**src/rtl/keypad_scan_decoder.sv**
```systemverilog
// keypad_scan_decoder
// -------------------
// Receives the rotating one-hot column strobe from the scan-clock generator,
// samples the keypad rows once per column, assembles full scan frames,
// debounces a single key across several frames and hands press/release
// events to the CPU-side I/O register.
//
// Ports
//   clk_in      system clock
//   rst_n       asynchronous active-low reset
//   col_strobe  one-hot column strobe (COLS bits)
//   row_in      keypad rows, active-low, asynchronous (ROWS bits)
//   ev_valid    event pending
//   ev_code     key code = col*ROWS + row
//   ev_release  0 = press, 1 = release
//   ev_ready    consumer accepts the event
//   ev_overrun  one-cycle pulse when an event is dropped
//   scan_err    one-cycle pulse on a malformed strobe
//   dbg_state   debounce FSM state (IDLE=0, PRESS_CAND=1, HELD=2, REL_CAND=3)
//   dbg_cnt     debounce frame counter
//
// Event handshake: ev_valid/ev_code/ev_release are held stable while
// ev_valid=1 and ev_ready=0; a transfer happens in any cycle where
// ev_valid && ev_ready, and a new event may be loaded in that same cycle.
module keypad_scan_decoder #(
   parameter int COLS     = 5,
   parameter int ROWS     = 4,
   parameter int CODE_W   = 5,
   parameter int SETTLE   = 4,
   parameter int DEBOUNCE = 3
) (
   input  logic                              clk_in,
   input  logic                              rst_n,
   input  logic [COLS-1:0]                   col_strobe,
   input  logic [ROWS-1:0]                   row_in,
   output logic                              ev_valid,
   output logic [CODE_W-1:0]                 ev_code,
   output logic                              ev_release,
   input  logic                              ev_ready,
   output logic                              ev_overrun,
   output logic                              scan_err,
   output logic [1:0]                        dbg_state,
   output logic [$clog2(DEBOUNCE+1)-1:0]     dbg_cnt
);

   localparam int COL_W = (COLS > 1) ? $clog2(COLS) : 1;
   localparam int ROW_W = (ROWS > 1) ? $clog2(ROWS) : 1;
   localparam int SET_W = $clog2(SETTLE + 2);
   localparam int CNT_W = $clog2(DEBOUNCE + 1);

   typedef enum logic [1:0] {FR_NONE, FR_SINGLE, FR_MULTI, FR_INVALID} frame_t;
   typedef enum logic [1:0] {IDLE, PRESS_CAND, HELD, REL_CAND} db_state_t;

   // ---------------------------------------------------------------
   // Row synchroniser; reset to "not pressed"
   // ---------------------------------------------------------------
   logic [ROWS-1:0] row_meta, row_sync, row_hit;

   always_ff @(posedge clk_in or negedge rst_n) begin
      if (!rst_n) begin
         row_meta <= '1;
         row_sync <= '1;
      end else begin
         row_meta <= row_in;
         row_sync <= row_meta;
      end
   end

   assign row_hit = ~row_sync;

   // ---------------------------------------------------------------
   // Strobe tracking and settle counter
   // ---------------------------------------------------------------
   logic [COLS-1:0]  strobe_q, strobe_prev;
   logic [SET_W-1:0] settle_cnt;
   logic             strobe_change, sample;

   assign strobe_change = (strobe_q != strobe_prev);
   // The counter parks at SETTLE+1 after the sample so each column is
   // sampled exactly once; a strobe change in the sample cycle wins.
   assign sample = (settle_cnt == SET_W'(SETTLE)) && !strobe_change;

   always_ff @(posedge clk_in or negedge rst_n) begin
      if (!rst_n) begin
         strobe_q    <= '0;
         strobe_prev <= '0;
         settle_cnt  <= '0;
      end else begin
         strobe_q    <= col_strobe;
         strobe_prev <= strobe_q;
         if (strobe_change)
            settle_cnt <= SET_W'(1);
         else if (settle_cnt != '0 && settle_cnt <= SET_W'(SETTLE))
            settle_cnt <= settle_cnt + 1'b1;
      end
   end

   // ---------------------------------------------------------------
   // Strobe / row decode for the current column
   // ---------------------------------------------------------------
   logic [1:0]        strobe_bits;   // set bits, saturating at 2
   logic [COL_W-1:0]  strobe_idx;
   logic [1:0]        col_keys;      // pressed rows, saturating at 2
   logic [ROW_W-1:0]  col_first_row;

   always_comb begin
      strobe_bits   = 2'd0;
      strobe_idx    = '0;
      col_keys      = 2'd0;
      col_first_row = '0;
      for (int i = 0; i < COLS; i++) begin
         if (strobe_q[i]) begin
            if (strobe_bits != 2'd2)
               strobe_bits = strobe_bits + 2'd1;
            strobe_idx = COL_W'(i);
         end
      end
      // Descending scan leaves the lowest pressed row in col_first_row.
      for (int r = ROWS - 1; r >= 0; r--) begin
         if (row_hit[r]) begin
            if (col_keys != 2'd2)
               col_keys = col_keys + 2'd1;
            col_first_row = ROW_W'(r);
         end
      end
   end

   // ---------------------------------------------------------------
   // Frame accumulation
   // ---------------------------------------------------------------
   logic              synced;        // seen a column-0 sample since reset
   logic [COL_W-1:0]  exp_col;
   logic              frame_ok;
   logic [1:0]        acc_keys;
   logic [CODE_W-1:0] acc_code;
   logic              frame_done;
   frame_t            frame_kind;
   logic [CODE_W-1:0] frame_code;

   logic              take, col_ok, is_first, is_last, base_ok;
   logic [COL_W-1:0]  next_col;
   logic [CODE_W-1:0] col_code, first_code;
   logic [1:0]        base_keys, sum_keys;
   logic [2:0]        raw_keys;
   frame_t            kind_now;

   assign is_first = (strobe_idx == '0);
   assign is_last  = (strobe_idx == COL_W'(COLS - 1));
   assign col_ok   = (strobe_bits == 2'd1) && (strobe_idx == exp_col);
   // Until the first column-0 sample after reset every sample is ignored.
   assign take     = sample && (synced || ((strobe_bits == 2'd1) && is_first));
   assign next_col = is_last ? '0 : strobe_idx + 1'b1;
   assign col_code = CODE_W'(strobe_idx) * CODE_W'(ROWS) + CODE_W'(col_first_row);

   // Column 0 starts a fresh frame, so it ignores the old accumulators.
   assign base_keys  = is_first ? 2'd0 : acc_keys;
   assign base_ok    = is_first ? 1'b1 : frame_ok;
   assign raw_keys   = {1'b0, base_keys} + {1'b0, col_keys};
   assign sum_keys   = (raw_keys >= 3'd2) ? 2'd2 : raw_keys[1:0];
   assign first_code = (base_keys == 2'd0) ? col_code : acc_code;

   always_comb begin
      kind_now = FR_MULTI;
      if (!base_ok)
         kind_now = FR_INVALID;
      else if (sum_keys == 2'd0)
         kind_now = FR_NONE;
      else if (sum_keys == 2'd1)
         kind_now = FR_SINGLE;
   end

   always_ff @(posedge clk_in or negedge rst_n) begin
      if (!rst_n) begin
         synced     <= 1'b0;
         exp_col    <= '0;
         frame_ok   <= 1'b0;
         acc_keys   <= 2'd0;
         acc_code   <= '0;
         frame_done <= 1'b0;
         frame_kind <= FR_NONE;
         frame_code <= '0;
         scan_err   <= 1'b0;
      end else begin
         frame_done <= 1'b0;
         scan_err   <= 1'b0;
         if (take) begin
            synced <= 1'b1;
            if (col_ok) begin
               exp_col  <= next_col;
               frame_ok <= base_ok;
               acc_keys <= sum_keys;
               acc_code <= first_code;
               if (is_last) begin
                  frame_done <= 1'b1;
                  frame_kind <= kind_now;
                  frame_code <= first_code;
               end
            end else begin
               scan_err <= 1'b1;
               frame_ok <= 1'b0;
               exp_col  <= (strobe_bits == 2'd1) ? next_col : '0;
            end
         end
      end
   end

   // ---------------------------------------------------------------
   // Debounce FSM
   // ---------------------------------------------------------------
   db_state_t         state_q, state_d;
   logic [CODE_W-1:0] cand_q, cand_d;
   logic [CNT_W-1:0]  cnt_q, cnt_d, cnt_inc;
   logic              emit, emit_rel, hit, same, usable;

   assign usable  = frame_done && (frame_kind == FR_NONE || frame_kind == FR_SINGLE);
   assign hit     = (frame_kind == FR_SINGLE);
   assign same    = hit && (frame_code == cand_q);
   assign cnt_inc = cnt_q + 1'b1;

   always_ff @(posedge clk_in or negedge rst_n) begin
      if (!rst_n) begin
         state_q <= IDLE;
         cand_q  <= '0;
         cnt_q   <= '0;
      end else begin
         state_q <= state_d;
         cand_q  <= cand_d;
         cnt_q   <= cnt_d;
      end
   end

   always_comb begin
      state_d  = state_q;
      cand_d   = cand_q;
      cnt_d    = cnt_q;
      emit     = 1'b0;
      emit_rel = 1'b0;
      if (usable) begin
         case (state_q)
            IDLE: begin
               if (hit) begin
                  cand_d  = frame_code;
                  cnt_d   = CNT_W'(1);
                  state_d = PRESS_CAND;
               end
            end
            PRESS_CAND: begin
               if (!hit) begin
                  state_d = IDLE;
               end else if (same) begin
                  cnt_d = cnt_inc;
                  if (cnt_inc == CNT_W'(DEBOUNCE)) begin
                     emit    = 1'b1;
                     state_d = HELD;
                  end
               end else begin
                  cand_d = frame_code;
                  cnt_d  = CNT_W'(1);
               end
            end
            HELD: begin
               // Any single key keeps the hold; rollover is not tracked.
               if (!hit) begin
                  cnt_d   = CNT_W'(1);
                  state_d = REL_CAND;
               end
            end
            REL_CAND: begin
               if (!hit) begin
                  cnt_d = cnt_inc;
                  if (cnt_inc == CNT_W'(DEBOUNCE)) begin
                     emit     = 1'b1;
                     emit_rel = 1'b1;
                     state_d  = IDLE;
                  end
               end else if (same) begin
                  state_d = HELD;
               end
            end
            default: state_d = IDLE;
         endcase
      end
   end

   assign dbg_state = state_q;
   assign dbg_cnt   = cnt_q;

   // ---------------------------------------------------------------
   // Event register
   // ---------------------------------------------------------------
   always_ff @(posedge clk_in or negedge rst_n) begin
      if (!rst_n) begin
         ev_valid   <= 1'b0;
         ev_code    <= '0;
         ev_release <= 1'b0;
         ev_overrun <= 1'b0;
      end else begin
         ev_overrun <= 1'b0;
         if (emit) begin
            if (!ev_valid || ev_ready) begin
               ev_valid   <= 1'b1;
               ev_code    <= cand_q;
               ev_release <= emit_rel;
            end else begin
               // Held event stays; the new one is lost.
               ev_overrun <= 1'b1;
            end
         end else if (ev_valid && ev_ready) begin
            ev_valid <= 1'b0;
         end
      end
   end

endmodule

```
**config.mk**
```make
export PLATFORM = sky130hd
export DESIGN_NAME = keypad_scan_decoder
export DESIGN_NICKNAME = d
export VERILOG_FILES = /design/src/rtl/keypad_scan_decoder.sv
export SDC_FILE = /design/constraint.sdc
export NUM_CORES = 1
export LEC_CHECK = 0
export ABC_AREA = 1
export CAP_MARGIN = 5
export CORE_MARGIN = 10
export CORE_UTILIZATION = 42
export CTS_CLUSTER_DIAMETER = 30
export CTS_CLUSTER_SIZE = 25
export DETAILED_ROUTE_END_ITERATION = 10
export PLACE_DENSITY = 0.62
export REMOVE_ABC_BUFFERS = 1
export SETUP_SLACK_MARGIN = 0.02
export SYNTH_ARGS = -nofsm -noshare
export SYNTH_HDL_FRONTEND = slang
export SYNTH_SLANG_ARGS = --single-unit
```
**constraint.sdc**
```tcl
create_clock -name clk_in -period 7.15 [get_ports clk_in]
set_input_delay 0.715 -clock clk_in [delete_from_list [all_inputs] [get_ports clk_in]]
set_output_delay 0.715 -clock clk_in [all_outputs]
set_load 0.1 [all_outputs]
```
==> out/summary.txt, run 1 <==
Status - finished, final reports clean
Worst Path Required - 7.38 ns
Final Util - 0.517
Minimum clock period - 2.96 ns
Clk_skew - 0.00982 ns
Nets - 388
Port Buf Inserts - 24
Asr flop ratio synth - 1.00
First-pass GRT wire length - 9030 um
Post-synth top flop - dfrtp_1
Element type at the critical path end - register
Worst-Skew Late Latency - 0.35 ns
Pre-CTS setup slack - 4.19 ns
DR WL/cell - 11.4 um
Hold WS - 0.356 ns
P per Cell Area - 217 mW/mm^2
Vias/cell - 4.60
Gr usage total - 0.100
FMAX - 337 MHz
Pin count of the biggest net entering global routing - 60
Hold_buf cts - 0
Crit path cell chain - inv_1 -> ha_1 -> nand2_1 -> nand2_1 -> inv_1 -> ha_1 -> or2_1 -> nand2_1 -> ha_1 -> nor2_1 -> o21bai_2 -> nand2_2 -> a21oi_4 -> nand2_2 -> nand2_1 -> nand2_1
Drc violations - 0
CP max-delay cell - dfrtp_1
Synth Cell Area - 0.00294 sq mm
Core Rows - 30
Area Growth Syn to Fin - 19.6%
Die ar. - 0.0107 sq mm
Fin area - 0.00352 sq mm
Critical path class - reg2reg
Boundary pin count - 25
Clock Path Buffers - 2
Area contributors post-synth - dfrtp_1 43%, nand2_1 13%, ha_1 7.2%
Worst Path Max Fanout - 16
Share of the synthesized area in the top cell type - 0.434
PostCTS Resize Cnt - 0
Fin. max-slew vios - 0
Setup TNS Final - 0 ns
Yosys reg bits - 59
HP Class - reg2reg
Leakage power - 1.76 nW
Clock Sinks - 59
CP max stage delay - 0.42 ns
Die H - 104 um
Root Driver - clkbuf_8
Routability Congestion - 0.748
CP Launch Type - register
Via Count - 2113
CTS clk-pin slew, worst paths - 0.07 ns
Fin worst setup slack - 4.19 ns
Total power - 763 uW
Top cell type by total area after synthesis - dfrtp_1
Drt first pass iters - 4
CTS tree - built
Synth Instances - 325
Clock buffer count from CTS - 9
Initial core utilization - 0.433
Register area share after synthesis - 0.506
Post-CTS Setup Inserts - 0
Routed Wire Length - 5220 um
WP data arrival - 3.20 ns
Max Cap Viol - 0
Number of global-route vias before repair - 2088
Diode count - 0
CP dominant cell by count - nand2_1
Core Area - 0.00679 sq mm
Least-Margin Pin Slew - 0.973 ns
Dpl hpwl - 3720 um
Initial antenna violation count - 0
Dpl cell area - 0.00328 sq mm
RSZ-0062 raised after global routing - false
EDFF count, synth - 0
Detailed Route Iter0 Violations - 121
Most frequent cells after synthesis - 98 x nand2_1, 51 x dfrtp_1, 40 x inv_1, 18 x nand3_1
Share of layout cells above drive strength 1 - 0.127
Antenna Nets Post-Route - 0
Die width - 104 um
Global route total overflow - 0
Placed cell count - 443
CTS H-tree lvls - 3
Synthesized area per cell - 9.05 sq um
Layout Cells excl Fill - 459
Post-synthesis cell type count - 35
Final Hold Vio Count - 0
Top-count cell post-synth - nand2_1
Final setup vio count - 0
Final Cycle Share - 0.415
Synth Warn # - 0
Max IR drop VDD - 0.139 mV
Rel. slew slack - 0.349
==> flip-flops by register name (all words and copies together) (netlist names), 3 cells and up, named ones only <==
name	flops
acc_code	5
cand_q	5
ev_code	5
frame_code	5
strobe_prev	5
strobe_q	5
row_meta	4
row_sync	4
exp_col	3
settle_cnt	3
==> placed cells by master, fill, tap and decap left out, types with 3 or more instances in the layout <==
master           instances
clkbuf_8                 9
xor2_1                   6
dfstp_2                  8
ha_1                    17
xnor2_1                  6
o21ai_0                 17
nand2_2                  4
clkdlybuf4s50_1         23
nand2_1                 98
nand3_1                 18
a21oi_1                  6
dfrtp_1                 51
nor3_1                   4
nand4_1                 10
inv_2                    4
bufinv_16                3
nor2_1                  12
inv_1                   40
==> metal layers <==
metal	part of all wire	vias up	track usage
met5	0	-	0
met4	0.020	0	0.0606
met3	0.052	10	0.0341
met2	0.44	41	0.151
met1	0.49	959	0.120
li1	-	1103	-
==> final cells by class <==
cell class	count	area, sq um
inverter	44	165
clock inverter	7	116
fill	646	3280
multi-input combinational	219	1260
sequential	59	1490
tap	96	120
clock buffer	9	124
timing repair buffer	25	243
==> cell families after synthesis <==
logic type | after synthesis | synth area share
flip-flops | 59 | 0.506
XOR/XNOR | 12 | 0.0357
adder cells (fa/ha/maj) | 18 | 0.0791
buffers and inverters | 47 | 0.0655
AO/OA/AOI/OAI | 31 | 0.0647
AND/OR/NAND/NOR | 158 | 0.249
==> power by group <==
group | switching, mW | internal [mW]
clock network | 0.137 | 0.231
logic | 0.0301 | 0.0189
registers | 0.00574 | 0.341
==> critical path: cells and delay by family, from the launching register on <==
family	cells	cell delay, ns
buf+inv	2	0.14
compound gates	2	0.53
simple gates	9	1.10
flops	1	0.42
fa+ha+maj	3	0.67
==> path summary, 6_finish.rpt <==
check / startpoint / end / slack [ns] / cells after the start
max: strobe_q[1] / acc_code[4] / 4.19 / 16
max in group asynchronous: rst_n / scan_err / 6.16 / 2
min reg2reg: row_meta[0] / row_sync[0] / 0.36 / 0
min in group asynchronous: rst_n / ev_valid / 0.52 / 2
max reg2reg: strobe_q[1] / acc_code[4] / 4.19 / 16
min: row_meta[0] / row_sync[0] / 0.36 / 0
(Power assumes the default switching activity.)
==> run 2: changes to the inputs <==
- PLACE_DENSITY: 0.62 -> 0.64
- clock period: 7.15 -> 2.56 ns (I/O delays scaled with it)
==> run 2 against run 1 <==
Cell count up 4.6%. Routed wire length up 10%. Sequential power rose to 2.8 times the previous value.
==> out/summary.txt, run 2 (synthesized netlist as in run 1, its figures left out) <==
DR WL/cell - 12.0 um (was 11.4 um)
First-pass GRT wire length - 9460 um (was 9030 um)
Clock Sinks - 59 (unchanged)
Hold_buf cts - 0 (unchanged)
Buf+Inv Stages, Crit Path - 3 (was 2)
Clock buffer count from CTS - 9 (unchanged)
Drc violations - 0 (unchanged)
Total power - 1.88 mW (was 763 uW)
Fin area - 0.00373 sq mm (was 0.00352 sq mm)
Fin. max-slew vios - 0 (unchanged)
Max IR drop VDD - 0.340 mV (was 0.139 mV)
Final Hold Vio Count - 0 (unchanged)
Commonest non-fill, non-tap cell in the layout - nand2_1 (unchanged)
Critical path class - reg2reg (unchanged)
Routability Congestion - 0.791 (was 0.748)
CP Depth - 16 (unchanged)
Share of layout cells above drive strength 1 - 0.297 (was 0.127)
P per Cell Area - 504 mW/mm^2 (was 217 mW/mm^2)
CP Launch Type - register (unchanged)
CTS clk-pin slew, worst paths - 0.07 ns (about the same)
CP max stage delay - 0.37 ns (was 0.42 ns)
Core Area - 0.00679 sq mm (unchanged)
Vias/cell - 4.74 (was 4.60)
Via Count - 2273 (was 2113)
Status - finished, final reports clean (unchanged)
Antenna Nets Post-Route - 0 (unchanged)
FMAX - 400 MHz (was 337 MHz)
Fillers - 620 (was 646)
Layout Cells excl Fill - 480 (was 459)
Final Cycle Share - 0.976 (was 0.415)
Die width - 104 um (unchanged)
Boundary pin count - 25 (unchanged)
CTS H-tree lvls - 3 (unchanged)
Max Cap Viol - 0 (unchanged)
HP Class - in2async (was reg2reg)
Worst-Skew Late Latency - 0.33 ns (was 0.35 ns)
Area Growth Syn to Fin - 26.9% (was 19.6%)
Root Driver - clkbuf_8 (unchanged)
Pin count of the biggest net entering global routing - 60 (unchanged)
Drt first pass iters - 5 (was 4)
Most frequent cells in the layout - 84 x nand2_1, 49 x dfrtp_1, 34 x inv_1 (was 98 x nand2_1, 51 x dfrtp_1, 40 x inv_1)
Die ar. - 0.0107 sq mm (unchanged)
Final Util - 0.549 (was 0.517)
Clk_skew - 0.00715 ns (was 0.00982 ns)
Leakage power - 1.89 nW (was 1.76 nW)
RSZ-0062 raised after global routing - true (was false)
Setup TNS Final - 0 ns (unchanged)
WP data arrival - 2.76 ns (was 3.20 ns)
Fin worst setup slack - 0.0620 ns (was 4.19 ns)
CTS tree - built (unchanged)
Initial core utilization - 0.433 (unchanged)
CP Launch Point - strobe_q[1] (unchanged)
Critical path's top delay family - simple AND/OR/NAND/NOR gates (unchanged)
Worst Path Required - 2.82 ns (was 7.38 ns)
Pre-CTS setup slack - -0.0433 ns (was 4.19 ns)
Final setup vio count - 0 (unchanged)
Placed cell count - 453 (was 443)
Dpl hpwl - 3750 um (was 3720 um)
Die H - 104 um (unchanged)
Routed Wire Length - 5740 um (was 5220 um)
Critical Path End - frame_ok (was acc_code[4])
Gr usage total - 0.105 (was 0.100)
Hold WS - 0.0580 ns (was 0.356 ns)
Minimum clock period - 2.50 ns (was 2.96 ns)
R2r startpoint - strobe_q[1] (unchanged)
Diode count - 0 (unchanged)
Port Buf Inserts - 24 (unchanged)
Rel. slew slack - 0.521 (was 0.349)
Core Rows - 30 (unchanged)
Detailed Route Iter0 Violations - 118 (was 121)
Element type at the critical path end - register (unchanged)
Reg-to-Reg End - frame_ok (was acc_code[4])
CP max-delay cell - dfrtp_1 (unchanged)
Initial antenna violation count - 0 (unchanged)
Crit path cell chain - inv_2 -> ha_4 -> nand2_4 -> nand2_2 -> inv_2 -> ha_4 -> or2_4 -> nand2_4 -> ha_4 -> nor2_4 -> o21bai_4 -> nand2_2 -> a21oi_4 -> buf_6 -> nand2_4 -> a21oi_2 (was inv_1 -> ha_1 -> nand2_1 -> nand2_1 -> inv_1 -> ha_1 -> or2_1 -> nand2_1 -> ha_1 -> nor2_1 -> o21bai_2 -> nand2_2 -> a21oi_4 -> nand2_2 -> nand2_1 -> nand2_1)
Worst Path Max Fanout - 4 (was 16)
Clock Path Buffers - 2 (unchanged)
Number of global-route vias before repair - 2157 (was 2088)
Flop2flop setup slack - 0.06 ns (was 4.19 ns)
Dpl cell area - 0.00332 sq mm (was 0.00328 sq mm)
Least-Margin Pin Slew - 0.718 ns (was 0.973 ns)
Nets - 409 (was 388)
Cells on worst reg2reg path - 16 (unchanged)
Global route total overflow - 0 (unchanged)
[run 2: cell type report]
| type | instances | area [sq um] | share of cell area |
|---|---|---|---|
| inverters | 44 | 165 | 0.0443 |
| multi-input cells | 219 | 1420 | 0.379 |
| clock buffers | 10 | 128 | 0.0342 |
| well taps | 96 | 120 | 0.0322 |
| flip-flops and latches | 59 | 1490 | 0.399 |
| clock inverters | 6 | 32.5 | 0.00872 |
| repair buffers | 46 | 383 | 0.103 |
[run 2: timing repair]
item,4_1_cts,5_1_grt
endpoints found under the setup margin,17,18
cloned,1,0
resized for setup,16,35
pin swaps,6,19
setup buffers,4,6
[run 2: worst min-delay path by stage]
stage / start / end / depth (start not counted)
after global placement: row_meta[3] / row_sync[3] / 0
after CTS: rst_n / settle_cnt[0] / 2
final: rst_n / ev_valid / 2
after global routing: rst_n / dbg_state[0] / 2
after detailed placement: row_meta[0] / row_sync[0] / 0
after floorplan: rst_n / async pin / 0
[run 2: layer usage]
layer / wire, um / part of all wire / vias up / global-route usage
li1: - / - / 1151 / -
met1: 2660 / 0.46 / 1069 / 0.127
met2: 2750 / 0.48 / 48 / 0.165
met3: 280 / 0.049 / 5 / 0.0384
met4: 55 / 0.0096 / 0 / 0.0417
met5: 0 / 0 / - / 0
[run 2: power by group]
group          internal, mW  switching (mW)
clock                 0.342           0.361
combinational        0.0951           0.118
sequential            0.953          0.0116
total                  1.39           0.490
==> run 3: changes to the inputs <==
- CORE_UTILIZATION: 42 -> 52
- PLACE_DENSITY: 0.64 -> 0.77
==> run 3 against run 2 <==
The run now ends with setup timing left. Register-to-register slack worse by 0.11 ns. Total power increased by 4.0%. Routed wire length grew 11%. Via count grew 2.4%. Maximum frequency shrank 4.3%. Largest power group unchanged. Highest routed layer unchanged.
==> out/summary.txt, run 3 (synthesized netlist as in run 1, its figures left out) <==
Routability Congestion - 0.844 (was 0.791)
CP Launch Type - register (unchanged)
Nets - 409 (unchanged)
Max IR drop VDD - 0.479 mV (was 0.340 mV)
Most Crowded Layer GR - met2 (unchanged)
Met3 Usage GRT - 0.0361 (was 0.0384)
Met1 usage - 0.166 (was 0.127)
Leakage power - 1.89 nW (about the same)
Fin. max-slew vios - 0 (unchanged)
CTS clk-pin slew, worst paths - 0.06 ns (was 0.07 ns)
Antenna Nets Post-Route - 0 (unchanged)
Final setup vio count - 7 (was 0)
Critical path class - reg2reg (unchanged)
Via Count - 2328 (was 2273)
Detailed Route Iter0 Violations - 145 (was 118)
CP max-delay cell - dfrtp_1 (unchanged)
Worst-Skew Late Latency - 0.34 ns (was 0.33 ns)
Minimum clock period - 2.61 ns (was 2.50 ns)
Core Rows - 27 (was 30)
RSZ-0062 raised after global routing - true (unchanged)
Core Area - 0.00551 sq mm (was 0.00679 sq mm)
Worst Path Required - 2.83 ns (was 2.82 ns)
Fillers - 424 (was 620)
Area Growth Syn to Fin - 26.5% (was 26.9%)
Share of layout cells above drive strength 1 - 0.292 (was 0.297)
Routed Wire Length - 6380 um (was 5740 um)
CTS tree - built (unchanged)
First-pass GRT wire length - 10400 um (was 9460 um)
Diode count - 0 (unchanged)
Pre-CTS setup slack - -0.0701 ns (was -0.0433 ns)
Clock buffer count from CTS - 9 (unchanged)
Status - finished, violations left (was finished, final reports clean)
Fin area - 0.00372 sq mm (was 0.00373 sq mm)
Global route total overflow - 0 (unchanged)
Max Cap Viol - 0 (unchanged)
Drt first pass iters - 4 (was 5)
P per Cell Area - 526 mW/mm^2 (was 504 mW/mm^2)
CP max stage delay - 0.37 ns (about the same)
Final Cycle Share - 1.02 (was 0.976)
Port Buf Inserts - 24 (unchanged)
HP Class - in2reg (was in2async)
Root Driver - clkbuf_8 (unchanged)
Worst Path Max Fanout - 4 (unchanged)
Clock Sinks - 59 (unchanged)
FMAX - 383 MHz (was 400 MHz)
Reg area - 0.00149 sq mm (about the same)
Pin count of the biggest net entering global routing - 34 (was 60)
Violated checks - setup timing
CTS H-tree lvls - 3 (unchanged)
Gr usage total - 0.146 (was 0.105)
Crit path cell chain - inv_2 -> ha_4 -> nand2_4 -> nand2_2 -> inv_2 -> ha_4 -> or2_4 -> nand2_4 -> ha_4 -> nor2_4 -> o21bai_4 -> nand2_2 -> a21oi_4 -> buf_6 -> nand2_2 -> a21oi_2 (was inv_2 -> ha_4 -> nand2_4 -> nand2_2 -> inv_2 -> ha_4 -> or2_4 -> nand2_4 -> ha_4 -> nor2_4 -> o21bai_4 -> nand2_2 -> a21oi_4 -> buf_6 -> nand2_4 -> a21oi_2)
DR WL/cell - 14.0 um (was 12.0 um)
Initial antenna violation count - 0 (unchanged)
Drc violations - 0 (unchanged)
Vias/cell - 5.12 (was 4.74)
Die ar. - 0.00906 sq mm (was 0.0107 sq mm)
Clk_skew - 0.00885 ns (was 0.00715 ns)
WP data arrival - 2.88 ns (was 2.76 ns)
Die width - 95.2 um (was 104 um)
Critical path's top delay family - simple AND/OR/NAND/NOR gates (unchanged)
Number of global-route vias before repair - 2379 (was 2157)
Dpl hpwl - 4080 um (was 3750 um)
Initial core utilization - 0.534 (was 0.433)
Area of the multi-input gates - 0.00141 sq mm (was 0.00142 sq mm)
Most frequent cells in the layout - 86 x nand2_1, 50 x dfrtp_1, 33 x inv_1 (was 84 x nand2_1, 49 x dfrtp_1, 34 x inv_1)
Final Hold Vio Count - 0 (unchanged)
Fin worst setup slack - -0.0514 ns (was 0.0620 ns)
Rel. slew slack - 0.524 (was 0.521)
Met2 Usage GRT - 0.249 (was 0.165)
Boundary pin count - 25 (unchanged)
Clock Path Buffers - 2 (unchanged)
Least-Margin Pin Slew - 0.714 ns (was 0.718 ns)
Buf+Inv Stages, Crit Path - 3 (unchanged)
Commonest non-fill, non-tap cell in the layout - nand2_1 (unchanged)
Element type at the critical path end - register (unchanged)
Dpl cell area - 0.00330 sq mm (was 0.00332 sq mm)
Die H - 95.2 um (was 104 um)
[run 3: worst register-to-register path: stages, from the launching register on]
cell and delay (ns):
dfrtp_1 0.37, inv_2 0.07, ha_4 0.27, nand2_4 0.05, nand2_2 0.08, inv_2 0.05, ha_4 0.15, or2_4 0.25
nand2_4 0.09, ha_4 0.21, nor2_4 0.11, o21bai_4 0.13, nand2_2 0.10, a21oi_4 0.26, buf_6 0.16, nand2_2 0.06
a21oi_2 0.14
[run 3: cell type report]
type,count,area share
timing repair buffer,46,0.105
multi-input combinational,219,0.379
inverter,44,0.0444
clock buffer,13,0.0454
sequential,59,0.400
clock inverter,2,0.00269
tap,72,0.0242
[run 3: final timing paths]
| kind | depth (start not counted) | from | endpoint | slack, ns |
|---|---|---|---|---|
| hold reg to reg | 0 | row_meta[2] | row_sync[2] | 0.36 |
| setup reg to reg | 16 | strobe_q[0] | frame_ok | -0.05 |
| setup / recovery | 16 | strobe_q[0] | frame_ok | -0.05 |
| hold / removal | 1 | row_in[0] | row_meta[0] | 0.32 |
| max in group asynchronous | 3 | rst_n | row_sync[3] | 1.32 |
| min in group asynchronous | 2 | rst_n | cand_q[4] | 0.51 |
[run 3: through the flow]
| step | utilization | power (mW) | std cells | TNS [ns] | hold WS, ns |
|---|---|---|---|---|---|
| global route | 0.676 | 2.04 | 455 | -1.66 | 0.309 |
| detailed placement | 0.599 | 1.14 | 430 | -0.422 | 0.347 |
| global placement | 0.599 | 1.13 | 430 | 0 | 0.345 |
| finish | 0.676 | 1.96 | 455 | -0.115 | 0.316 |
| CTS | 0.656 | 1.94 | 451 | 0 | 0.304 |
| floorplan | - | 1.07 | 322 | -0.708 | -0.0396 |
[run 3: timing repair]
action,CTS,global route
pin swaps,13,16
gates cloned,1,0
endpoints found under the setup margin,19,20
hold endpoints to repair,31,0
resized for setup,24,25
buffers inserted,4,4
hold buffers,1,0
[run 3: metal layers]
| layer | up-vias | part of all wire |
|---|---|---|
| li1 | 1153 | - |
| met4 | 0 | 0.017 |
| met3 | 9 | 0.051 |
| met5 | - | 0 |
| met1 | 1113 | 0.44 |
| met2 | 53 | 0.50 |
[run 3: where the power goes]
| group | internal (mW) | switching (mW) |
|---|---|---|
| sequential | 0.954 | 0.0114 |
| clock | 0.422 | 0.345 |
| combinational | 0.0978 | 0.126 |
